===== config.mk =====
export PLATFORM = sky130hd
export DESIGN_NAME = seq_divider_16bit
export DESIGN_NICKNAME = d
export VERILOG_FILES = /design/src/rtl/seq_divider_16bit_pkg.sv /design/src/rtl/seq_divider_16bit_step.sv /design/src/rtl/seq_divider_16bit.sv
export SDC_FILE = /design/constraint.sdc
export NUM_CORES = 1
export LEC_CHECK = 0
export ABC_AREA = 1
export CAP_MARGIN = 40
export CELL_PAD_IN_SITES_DETAIL_PLACEMENT = 2
export CELL_PAD_IN_SITES_GLOBAL_PLACEMENT = 2
export CORE_MARGIN = 3
export CORE_UTILIZATION = 25
export CTS_CLUSTER_DIAMETER = 200
export DETAILED_ROUTE_END_ITERATION = 6
export HOLD_SLACK_MARGIN = 0.1
export PLACE_DENSITY_LB_ADDON = 0.1
export SETUP_SLACK_MARGIN = 0.5
export SYNTH_ARGS = -nofsm -noshare
export SYNTH_HDL_FRONTEND = slang
export SYNTH_SLANG_ARGS = --single-unit

===== constraint.sdc =====
create_clock -name clk -period 2.2 [get_ports clk]
set_input_delay 0.44 -clock clk [delete_from_list [all_inputs] [get_ports clk]]
set_output_delay 0.44 -clock clk [all_outputs]
set_load 0.005 [all_outputs]

===== src/rtl/seq_divider_16bit_pkg.sv =====
// Shared definitions for the sequential restoring divider: state encoding and default width.
package seq_divider_16bit_pkg;
  localparam int WIDTH_DEF = 16;

  typedef enum logic [1:0] {
    IDLE = 2'd0,
    RUN  = 2'd1,
    FIN  = 2'd2
  } div_state_t;

  function automatic int cnt_width(input int w);
    return $clog2(w);
  endfunction
endpackage


===== src/rtl/seq_divider_16bit_step.sv =====
// One restoring-division iteration: shift the next dividend bit into R and subtract the divisor.
module div_step_sub #(
  parameter int WIDTH = 16
) (
  input  logic [WIDTH-2:0] r_low,
  input  logic             q_msb,
  input  logic [WIDTH-1:0] divisor,
  output logic [WIDTH-1:0] r_out,
  output logic             q_bit
);
  logic [WIDTH-1:0] shifted;
  logic [WIDTH:0]   diff;

  // R < 2^(WIDTH-1) before every shift, so its msb never needs to enter the subtract
  assign shifted = {r_low, q_msb};
  assign diff    = {1'b0, shifted} - {1'b0, divisor};
  assign q_bit   = ~diff[WIDTH];
  assign r_out   = q_bit ? diff[WIDTH-1:0] : shifted;
endmodule


===== src/rtl/seq_divider_16bit.sv =====
// Sequential unsigned divider: one quotient bit per clock, start/busy/done handshake.
module seq_divider_16bit
  import seq_divider_16bit_pkg::*;
#(
  parameter int WIDTH = WIDTH_DEF
) (
  input  logic             clk,
  input  logic             rst_n,
  input  logic             start,
  input  logic [WIDTH-1:0] dividend,
  input  logic [WIDTH-1:0] divisor,
  output logic             busy,
  output logic             done,
  output logic [WIDTH-1:0] quotient,
  output logic [WIDTH-1:0] remainder,
  output logic             div_by_zero
);
  localparam int CW = cnt_width(WIDTH);

  div_state_t       state;
  logic [WIDTH-1:0] r_q, q_q, d_q, r_nxt;
  logic [CW-1:0]    cnt;
  logic             dz_q, q_bit;

  div_step_sub #(.WIDTH(WIDTH)) u_step (
    .r_low   (r_q[WIDTH-2:0]),
    .q_msb   (q_q[WIDTH-1]),
    .divisor (d_q),
    .r_out   (r_nxt),
    .q_bit   (q_bit)
  );

  always_ff @(posedge clk or negedge rst_n) begin
    if (!rst_n) begin
      state       <= IDLE;
      r_q         <= '0;
      q_q         <= '0;
      d_q         <= '0;
      cnt         <= '0;
      dz_q        <= 1'b0;
      busy        <= 1'b0;
      done        <= 1'b0;
      quotient    <= '0;
      remainder   <= '0;
      div_by_zero <= 1'b0;
    end else begin
      done <= 1'b0;
      case (state)
        IDLE: if (start) begin
          busy        <= 1'b1;
          d_q         <= divisor;
          cnt         <= CW'(WIDTH - 1);
          div_by_zero <= 1'b0;
          // zero divisor skips iteration and yields all-ones quotient, dividend remainder
          if (divisor == '0) begin
            dz_q  <= 1'b1;
            r_q   <= dividend;
            q_q   <= '1;
            state <= FIN;
          end else begin
            dz_q  <= 1'b0;
            r_q   <= '0;
            q_q   <= dividend;
            state <= RUN;
          end
        end
        RUN: begin
          r_q <= r_nxt;
          q_q <= {q_q[WIDTH-2:0], q_bit};
          cnt <= cnt - 1'b1;
          if (cnt == '0) state <= FIN;
        end
        FIN: begin
          done        <= 1'b1;
          busy        <= 1'b0;
          quotient    <= q_q;
          remainder   <= r_q;
          div_by_zero <= dz_q;
          state       <= IDLE;
        end
        default: state <= IDLE;
      endcase
    end
  end
endmodule

==> impl_metrics.yaml <==
run_status:
  status: "completed"
cts:
  clock_latency_ns: 0.35
  cts_root_buf: "clkbuf_16"
  clk_pin_slew_ns: 0.07
  cts_sinks: 90
  cts_buffer_depth: 2
  htree_levels: 3
  cts_tree: "yes"
  cts_made_buffers: 9
synthesis:
  async_flop_share: 1.00
  synth_cells: 678
  synth_edf_count: 0
  yosys_register_bits: 90
  ys_seq_area_frac: 0.447
  ys_types: 38
  synth_area_sq_mm: 0.00504
  avgSynthCellArea_sq_um: 7.43
  yosys_warnings: 0
  synth_ff_type: "dfrtp_1"
  syn_nets: 731
sta:
  worstMarginPinSlew_ns: 0.521
  finalClockSkew_ns: 0.0106
  finalCriticalPeriod_ns: 2.03
  max_freq_mhz: 492
  finalHoldViolCount: 0
  rsz0062_at_grt: "true"
  min_period_over_period: 0.923
  setup_viol: 0
  worst_slew_margin_rel: 0.653
  final_max_slew_viol_count: 0
grt:
  antenna_found_initial: 0
  grt_pass1_vias: 5243
  grt_pass1_wl_mm: 29.0
  grt_usage: 0.168
  grt-ovfl-total: 0
  grt_max_degree: 89
run:
  drv_cap: 0
placed_design:
  io_buffer_count: 69
  globalplace.congestion: 0.818
  dpl_cell_area_sq_mm: 0.00626
  dp_hpwl_mm: 14.0
route:
  vias: 4877
  routedWlPerCell_um: 17.5
  via_per_inst: 4.62
  wirelength_mm: 18.5
  antenna_left: 0
  drc_errors: 0
  drt-initial-drc-count: 151
  drtPass1Iterations: 4
worst_setup_path:
  worstPathRequired_ns: 2.49
  crit_type: "flop to flop"
  crit_path_start_kind: "flop"
  end_kind: "flop"
  crit_arrival_ns: 2.32
  cp_max_fo: 5
cells_and_area:
  fin_nets: 839
  final_common_cell: "nand2_1"
  num-fill-cells: 2306
  fin_area_sq_mm: 0.00705
  drive_above_1_share: 0.186
  final_core_util: 0.359
  layout_common_cells: "nand2_1 (206), inv_1 (87), dfrtp_1 (86)"
  n_antenna_cell: 0
  area.growth.synth_to_final_pct: 40.0
floorplanning:
  row_count: 51
  initial_core_util: 0.256
  num_io_pins: 70
  die_x_um: 148
  die-area_sq_mm: 0.0219
  dieHeight_um: 148
  fp.coreArea_sq_mm: 0.0197
min_path:
  hold_path.class: "input port to flop"
power_and_ir_drop:
  vdd_drop_max_uv: 556
  p_per_area_mw_per_mm2: 1840
  leakage_uw: 0.00347
  finalPower_uw: 13000
## synthesized netlist by cell type (2+ instances only)
library cell  count  area share
o21ai_0          63       0.063
xor2_1            6       0.010
nor2_2            2      0.0025
buf_4             2      0.0030
a22oi_1           5      0.0075
dfrtp_1          90        0.45
inv_2             6      0.0045
nor3_1            2      0.0020
nor2_1           55       0.041
o21ai_1           3      0.0030
a41oi_1           7       0.012
a21oi_4           2      0.0065
nand4_1           4      0.0050
a21oi_1          19       0.019
nand2_2           6      0.0075
ha_1             17       0.042
nand2_4           2      0.0045
o221ai_1          3      0.0052
buf_1             2      0.0015
nand3b_1          2      0.0030
a32oi_1           2      0.0035
inv_1            95       0.071
buf_2             8      0.0079
clkbuf_1          8      0.0060
nand3_1          34       0.034
or2_2             3      0.0037
nand2_1         217        0.16
and2_1            3      0.0037
## state kept, by name (all words and copies together) (netlist names)
name,count
done,1
d_q,16
remainder,16
quotient,16
r_q,16
div_by_zero,1
cnt,4
busy,1
q_q,16
state,2
dz_q,1
## worst paths after layout
| path | from | end | slack [ns] | cells past startpoint |
|---|---|---|---|---|
| setup / recovery | d_q[0]$_DFFE_PN0P_ | r_q[8]$_DFFE_PN0P_ | 0.17 | 14 |
| hold / removal | divisor[14] | d_q[14]$_DFFE_PN0P_ | 0.35 | 3 |
| setup reg to reg | d_q[0]$_DFFE_PN0P_ | r_q[8]$_DFFE_PN0P_ | 0.17 | 14 |
| hold reg to reg | quotient[10]$_DFFE_PN0P_ | quotient[10]$_DFFE_PN0P_ | 0.47 | 2 |
| max in group asynchronous | rst_n | r_q[10]$_DFFE_PN0P_ | 1.06 | 3 |
| min in group asynchronous | rst_n | div_by_zero$_DFFE_PN0P_ | 0.42 | 2 |
## critical path, stage by stage (launching register included)
cell and delay (ns):
dfrtp_1 0.41, ha_4 0.18, fa_2 0.35, inv_2 0.07, nand2_2 0.05, nand2_2 0.07, nand3_2 0.06, nand2_2 0.11
nand2_4 0.10, buf_4 0.16, a21oi_4 0.16, nand2_1 0.09, nand3_1 0.09, nand2_1 0.05, inv_1 0.04
## cells by family (layout without fill, tap and decap cells)
kind of cell    count (synthesis)  in the layout  synth area share
flops                          90             90             0.447
fa+ha+maj                      18             18            0.0462
simple gates                  334            334             0.277
xor+xnor                        7              7            0.0122
compound gates                107            108             0.123
buf+inv                       122            234            0.0944
## repair_timing
action	CTS	global route
resized for setup	37	60
gates cloned	1	0
hold buffers	1	0
buffers inserted	6	8
pin swaps	13	19
endpoints found under the setup margin	35	39
hold endpoints to repair	2	0
## final cells by class
class | count | area [sq um] | area share
Sequential cell | 90 | 2260 | 0.320
Multi-Input combinational cell | 467 | 2630 | 0.373
Clock buffer | 10 | 229 | 0.0325
Clock inverter | 6 | 73.8 | 0.0105
Tap cell | 265 | 332 | 0.0470
Inverter | 102 | 398 | 0.0564
Timing Repair Buffer | 116 | 1140 | 0.161
## power by group
group / internal [uW] / leakage [uW] / switching, uW
combinational: 3430 / 0.00223 / 4950
clock: 896 / 0.000141 / 707
sequential: 2470 / 0.00110 / 541
total: 6790 / 0.00347 / 6200
## layer usage
| layer | track usage | vias up | part of all wire |
|---|---|---|---|
| li1 | - | 2364 | - |
| met1 | 0.228 | 2447 | 0.47 |
| met2 | 0.286 | 56 | 0.50 |
| met3 | 0.0282 | 10 | 0.025 |
| met4 | 0.0333 | 0 | 0.0099 |
| met5 | 0 | - | 0 |
## through the flow
step / worst slack (ns) / hold slack, ns / std cells / setup TNS (ns)
finish: 0.168 / 0.351 / 1056 / 0
detailed placement: -0.0312 / 0.241 / 1024 / -0.110
CTS: 0.197 / 0.405 / 1048 / 0
floorplan: 0.333 / 0.144 / 678 / 0
global route: 0.0494 / 0.366 / 1056 / 0
global placement: -0.0101 / 0.240 / 1024 / -0.0101
No activity file was read; power rests on OpenSTA's default activity.
